File: src/rtl/uart_byte_rx_pkg.sv
// Shared definitions for the UART byte receiver and its future TX sibling:
// default line parameters, receiver FSM encoding and the divider helper.
package uart_byte_rx_pkg;

  localparam int DEF_CLK_FREQ  = 50_000_000;
  localparam int DEF_BAUD_RATE = 115_200;

  typedef enum logic [2:0] {
    ST_IDLE     = 3'd0,
    ST_START    = 3'd1,
    ST_DATA     = 3'd2,
    ST_STOP     = 3'd3,
    ST_BRK_WAIT = 3'd4
  } rx_state_e;

  // Clocks per bit, integer-truncated.
  function automatic int baud_div(input int clk_freq, input int baud_rate);
    return clk_freq / baud_rate;
  endfunction

endpackage

File: src/rtl/uart_byte_rx_if.sv
// Serial line plus received-byte bus of the UART receiver.
// master: line driver / byte consumer side; slave: the receiver itself.
interface uart_byte_rx_if;
  logic       uart_rxd;
  logic [7:0] rx_data;
  logic       rx_done;
  logic       rx_frame_err;
  logic       rx_busy;

  modport master (
    output uart_rxd,
    input  rx_data,
    input  rx_done,
    input  rx_frame_err,
    input  rx_busy
  );

  modport slave (
    input  uart_rxd,
    output rx_data,
    output rx_done,
    output rx_frame_err,
    output rx_busy
  );
endinterface

File: src/rtl/uart_byte_rx_sync_2ff.sv
// Two-flop synchronizer for a single asynchronous input; reset value selectable
// so idle-high lines come out of reset in their idle state.
module sync_2ff #(
  parameter logic RST_VAL = 1'b1
) (
  input  logic clk,
  input  logic rst_n,
  input  logic d_i,
  output logic q_o
);

  logic ff1_q;
  logic ff2_q;

  // Metastability chain: first flop may go metastable, second resolves it.
  always_ff @(posedge clk or negedge rst_n) begin
    if (!rst_n) begin
      ff1_q <= RST_VAL;
      ff2_q <= RST_VAL;
    end else begin
      ff1_q <= d_i;
      ff2_q <= ff1_q;
    end
  end

  assign q_o = ff2_q;

endmodule

File: src/rtl/uart_byte_rx.sv
// UART 8N1 receiver front end. Recovers bytes from the async rx line and
// presents them with a one-cycle rx_done strobe; bad stop bits produce a
// one-cycle rx_frame_err instead and the byte is dropped.
//
//   state     | meaning
//   ----------+---------------------------------------------------------
//   IDLE      | line idle, waiting for a falling edge
//   START     | waiting to mid start bit; a high sample there is a glitch
//   DATA      | sampling 8 data bits at mid-bit, LSB first
//   STOP      | sampling the stop bit at mid-bit
//   BRK_WAIT  | stop bit was low; wait for the line to return high
module uart_byte_rx
  import uart_byte_rx_pkg::*;
#(
  parameter int CLK_FREQ  = DEF_CLK_FREQ,
  parameter int BAUD_RATE = DEF_BAUD_RATE
) (
  input logic            clk,
  input logic            rst_n,
  uart_byte_rx_if.slave  bus
);

  localparam int BAUD_DIV = baud_div(CLK_FREQ, BAUD_RATE);
  localparam int HALF_DIV = BAUD_DIV / 2;
  localparam int CNT_W    = $clog2(BAUD_DIV);

  localparam logic [CNT_W-1:0] CNT_FULL = CNT_W'(BAUD_DIV - 1);
  localparam logic [CNT_W-1:0] CNT_HALF = CNT_W'(HALF_DIV - 1);

  if (BAUD_DIV < 16) begin : g_div_check
    $error("uart_byte_rx: BAUD_DIV must be at least 16");
  end

  logic             rxd_sync;
  logic             rxd_s_q;
  logic             rxd_fall;

  rx_state_e        state_q, state_d;
  logic [CNT_W-1:0] cnt_q, cnt_d;
  logic [2:0]       bit_idx_q, bit_idx_d;
  logic [7:0]       shift_q, shift_d;
  logic [7:0]       data_q, data_d;
  logic             done_q, done_d;
  logic             ferr_q, ferr_d;

  sync_2ff #(.RST_VAL(1'b1)) u_sync_rxd (
    .clk   (clk),
    .rst_n (rst_n),
    .d_i   (bus.uart_rxd),
    .q_o   (rxd_sync)
  );

  // Extra flop behind the synchronizer: gives the edge detector its history
  // and is the value every mid-bit sample reads.
  always_ff @(posedge clk or negedge rst_n) begin
    if (!rst_n) rxd_s_q <= 1'b1;
    else        rxd_s_q <= rxd_sync;
  end

  assign rxd_fall = rxd_s_q & ~rxd_sync;

  // State, counters, shift register and output strobes.
  always_ff @(posedge clk or negedge rst_n) begin
    if (!rst_n) begin
      state_q   <= ST_IDLE;
      cnt_q     <= '0;
      bit_idx_q <= '0;
      shift_q   <= '0;
      data_q    <= '0;
      done_q    <= 1'b0;
      ferr_q    <= 1'b0;
    end else begin
      state_q   <= state_d;
      cnt_q     <= cnt_d;
      bit_idx_q <= bit_idx_d;
      shift_q   <= shift_d;
      data_q    <= data_d;
      done_q    <= done_d;
      ferr_q    <= ferr_d;
    end
  end

  // Next-state logic. Strobes are registered so they appear the cycle after
  // the deciding sample; returning to IDLE at mid-stop-bit lets a start edge
  // right after the stop bit be caught.
  always_comb begin
    state_d   = state_q;
    cnt_d     = cnt_q + 1'b1;
    bit_idx_d = bit_idx_q;
    shift_d   = shift_q;
    data_d    = data_q;
    done_d    = 1'b0;
    ferr_d    = 1'b0;

    unique case (state_q)
      ST_IDLE: begin
        cnt_d = '0;
        if (rxd_fall) state_d = ST_START;
      end
      ST_START: begin
        if (cnt_q == CNT_HALF) begin
          bit_idx_d = '0;
          state_d   = rxd_s_q ? ST_IDLE : ST_DATA;
        end
      end
      ST_DATA: begin
        if (cnt_q == CNT_FULL) begin
          cnt_d   = '0;
          shift_d = {rxd_s_q, shift_q[7:1]};
          if (bit_idx_q == 3'd7) state_d = ST_STOP;
          else                   bit_idx_d = bit_idx_q + 3'd1;
        end
      end
      ST_STOP: begin
        if (cnt_q == CNT_FULL) begin
          if (rxd_s_q) begin
            data_d  = shift_q;
            done_d  = 1'b1;
            state_d = ST_IDLE;
          end else begin
            ferr_d  = 1'b1;
            state_d = ST_BRK_WAIT;
          end
        end
      end
      ST_BRK_WAIT: begin
        cnt_d = '0;
        if (rxd_s_q) state_d = ST_IDLE;
      end
      default: begin
        cnt_d   = '0;
        state_d = ST_IDLE;
      end
    endcase

    if (state_d != state_q) cnt_d = '0;
  end

  assign bus.rx_data      = data_q;
  assign bus.rx_done      = done_q;
  assign bus.rx_frame_err = ferr_q;
  assign bus.rx_busy      = (state_q != ST_IDLE);

endmodule
File: src/flat_wrapper.sv
// flat-port wrapper written by rule: the top's interface ports become plain ports
module uart_byte_rx_flat import uart_byte_rx_pkg::*;
#(
  parameter int CLK_FREQ  = DEF_CLK_FREQ,
  parameter int BAUD_RATE = DEF_BAUD_RATE
)
  (clk, rst_n, bus_uart_rxd, bus_rx_data, bus_rx_done, bus_rx_frame_err, bus_rx_busy);
  uart_byte_rx_if bus_i ();
  input logic clk;
  input logic rst_n;
  input wire logic [$bits(bus_i.uart_rxd)-1:0] bus_uart_rxd;
  output wire logic [$bits(bus_i.rx_data)-1:0] bus_rx_data;
  output wire logic [$bits(bus_i.rx_done)-1:0] bus_rx_done;
  output wire logic [$bits(bus_i.rx_frame_err)-1:0] bus_rx_frame_err;
  output wire logic [$bits(bus_i.rx_busy)-1:0] bus_rx_busy;
  assign bus_i.uart_rxd = bus_uart_rxd;
  assign bus_rx_data = bus_i.rx_data;
  assign bus_rx_done = bus_i.rx_done;
  assign bus_rx_frame_err = bus_i.rx_frame_err;
  assign bus_rx_busy = bus_i.rx_busy;
  uart_byte_rx #(.CLK_FREQ(CLK_FREQ), .BAUD_RATE(BAUD_RATE)) u_core (.clk(clk), .rst_n(rst_n), .bus(bus_i));
endmodule
File: config.mk
export PLATFORM = sky130hd
export DESIGN_NAME = uart_byte_rx_flat
export DESIGN_NICKNAME = d
export VERILOG_FILES = /design/src/rtl/uart_byte_rx_pkg.sv /design/src/rtl/uart_byte_rx_if.sv /design/src/rtl/uart_byte_rx_sync_2ff.sv /design/src/rtl/uart_byte_rx.sv /design/src/flat_wrapper.sv
export SDC_FILE = /design/constraint.sdc
export NUM_CORES = 1
export LEC_CHECK = 0
export CAP_MARGIN = 20
export CORE_AREA = 2 2 58 60
export DETAILED_ROUTE_END_ITERATION = 7
export DIE_AREA = 0 0 60 62
export PLACE_DENSITY = 0.75
export SYNTH_ARGS = -nofsm -noshare
export SYNTH_HDL_FRONTEND = slang
export SYNTH_SLANG_ARGS = --single-unit
File: constraint.sdc
create_clock -name clk -period 5.4 [get_ports clk]
set_clock_uncertainty 0.15 [all_clocks]
set_input_delay 0.81 -clock clk [delete_from_list [all_inputs] [get_ports clk]]
set_output_delay 0.81 -clock clk [all_outputs]
set_load 0.01 [all_outputs]
==> run metrics <==
total congestion overflow after global routing 0; placeable core region 0.00318 mm^2; register-to-register path setup slack 3.24 ns; Setup Fix Bufs, Post-CTS 0; part of the cycle the worst path needs 0.494; remaining routing DRC violations 0; highest clock frequency the design can meet 375 MHz; Hold Slack 0.214 ns; critical path data arrival time 1.71 ns; 1st-iter DRT viols 34; height of the die 62 um; vias in the first global route 1,058; final number of setup-violating endpoints 0; layout cell share with drive strength beyond 1 0.260; via/cell ratio 5.34; min cycle time layout 2.67 ns; worst endpoint required time 4.44 ns; reported leakage power 0.933 nW; warnings from Yosys 0; number of antenna violations at the first check in global routing 0; count of different cell masters after synthesis 36; ys async rst share 1.00; final-report hold violation count 0; placement row count 21; # hold bufs at CTS 0; Clk Latency, worst-skew pair 0.34 ns; total wire length 2.73 mm; sink of the worst hold path u_core.u_sync_rxd.q_o; starting density of the core 0.521; kind of start point of the critical path register; DP Area 0.00185 mm^2; total clock sinks 36; Critical R2R Capture u_core.cnt_q[7]; overall global routing resource usage 0.180; mean area per synthesized cell 13.3 um^2; worst-case clock buffer depth 2; Routability Congestion 0.930; category of the worst setup path capture point output pin; Total Die Area 0.00372 mm^2; post-detail-place hpwl 1.98 mm; Primary FF master, synth sky130_fd_sc_hd__dfrtp_1; register area share after synthesis 0.546; logic depth of the worst register-to-register path 6; result of the run finished, final reports clean; maximum capacitance violations 0; flip-flop and latch count after synthesis 36; count of flip-flops with a built-in enable after synthesis 0; Util after Layout 0.599; antenna cell count 0; worst hold path cell count 0; CTS tree yes; maximum number of pins on one net before global-route repair 37; cts bufs inserted 5; commonest cells after routing, fill and taps aside sky130_fd_sc_hd__dfrtp_1, sky130_fd_sc_hd__mux2_2, sky130_fd_sc_hd__clkdlybuf4s50_1; Die X 60 um; Syn Std Cell Area 0.00166 mm^2; RSZ-0062 raised after global routing false; wire length of the first global-routing pass 4.82 mm; final total negative setup slack 0 ns; worst-case vdd ir drop 0.222 mV; total of buffers placed on input and output ports 13; Pwr Density 275 mW/mm^2; worst reg2reg startpoint u_core.cnt_q[0]; Final Net Count 153; routed wirelength normalized by instance count 14.2 um; Top-Level Pins 14; Reg clk slew, reported paths 0.11 ns; worst relative slew slack 0.681; count of H-tree levels built during CTS 2; crit path max fanout 6; total number of vias 1,026; first-pass detailed-route iteration total 4; hold wc startpoint u_core.u_sync_rxd.ff1_q; count of cells resized by post-cts repair 0; growth of design area from synthesis to finish 14.9%; Slew Viols, Final 0; worst setup path class reg2out; remaining antenna violation count 0; most frequent standard cell in the layout excluding fill and tap cells sky130_fd_sc_hd__dfrtp_1; slew at the pin closest to its max-slew limit 0.476 ns; hold crit path type reg2reg; finished layout cell area 0.00190 mm^2; clock root buffer master sky130_fd_sc_hd__clkbuf_4; net count after synthesis 133; cell count after synthesis 125
[area by class of cell]
type                       instances  area (um^2)
multi-input combinational         82          724
tap                               46         57.6
clock buffer                       5         37.5
sequential                        36          905
clock inverter                     3         18.8
fill                             266         1280
inverter                           6         22.5
timing repair buffer              14          138
[state kept, by name (all words and copies together), names as in the netlist]
| register | count |
|---|---|
| u_core.rxd_s_q | 1 |
| u_core.bus.rx_frame_err | 1 |
| u_core.shift_q | 8 |
| u_core.state_q | 3 |
| u_core.bus.rx_done | 1 |
| u_core.bus.rx_data | 8 |
| u_core.u_sync_rxd.q_o | 1 |
| u_core.bit_idx_q | 3 |
| u_core.cnt_q | 9 |
| u_core.u_sync_rxd.ff1_q | 1 |
[power breakdown]
part	switching (W)	internal, W	leakage [nW]
Clock	0.0000881	0.0000499	0.0349
Combinational	0.0000377	0.0000421	0.414
Sequential	0.0000196	0.000286	0.484
[synth_stat cells (2+ instances only)]
master                      n  area [um^2]
sky130_fd_sc_hd__mux2i_1    2         20.0
sky130_fd_sc_hd__xor2_1     5         43.8
sky130_fd_sc_hd__mux2_2    16          180
sky130_fd_sc_hd__nor2b_1    2         12.5
sky130_fd_sc_hd__and4b_1    6         60.1
sky130_fd_sc_hd__nor3_1     3         15.0
sky130_fd_sc_hd__nor4bb_1   2         20.0
sky130_fd_sc_hd__or3_1      2         12.5
sky130_fd_sc_hd__nand2_1    8         30.0
sky130_fd_sc_hd__dfrtp_1   33          826
sky130_fd_sc_hd__xnor2_1    2         17.5
sky130_fd_sc_hd__nor2_1     4         15.0
sky130_fd_sc_hd__inv_1      6         22.5
sky130_fd_sc_hd__nor3b_1    2         15.0
sky130_fd_sc_hd__and2_1     2         12.5
sky130_fd_sc_hd__dfstp_2    3         78.8
sky130_fd_sc_hd__nand3_1    4         20.0
sky130_fd_sc_hd__ha_1       5         62.6
[cell families (layout without fill, tap and decap cells)]
family	count (synthesis)	after routing	synth area share
xor gates and xnor gates	7	7	0.0370
buffers and inverters	7	28	0.0166
AOI/OAI and AO/OA	4	4	0.0242
and+or+nand+nor	47	47	0.208
adders and majority gates	5	5	0.0378
muxes	19	19	0.130
DFF	36	36	0.546
[critical path: stages, from the launching register on]
cell	delay, ns
sky130_fd_sc_hd__dfrtp_1	0.46
sky130_fd_sc_hd__or3_1	0.41
sky130_fd_sc_hd__clkdlybuf4s50_1	0.49
[routing by layer]
metal  global-route usage  wire (um)  vias to the layer above
met5                    0          0                        -
met4               0.0825         64                        0
met3               0.0621        110                        7
met2                0.300       1400                       16
met1                0.211       1160                      512
li1                     -          -                      491
[stage by stage]
| stage | worst slack [ns] | power, W | std cells |
|---|---|---|---|
| 6_report | 2.73 | 0.000523 | 192 |
| 5_1_grt | 2.67 | 0.000555 | 192 |
| 4_1_cts | 2.70 | 0.000531 | 192 |
| 3_5_place_dp | 3.10 | 0.000391 | 184 |
| 3_3_place_gp | 3.11 | 0.000384 | 184 |
| 2_1_floorplan | 3.38 | 0.000363 | 125 |
[worst max-delay path by stage]
stage,to,slack [ns],from,cells after the start
floorplan,u_core.bit_idx_q[0],3.38,u_core.cnt_q[0],6
global placement,bus_rx_busy,3.11,u_core.state_q[1],2
detailed placement,bus_rx_busy,3.10,u_core.state_q[1],2
CTS,bus_rx_busy,2.70,u_core.state_q[1],2
global route,bus_rx_busy,2.67,u_core.state_q[1],2
finish,bus_rx_busy,2.73,u_core.state_q[1],2
Power figures use the tool's default switching activity.
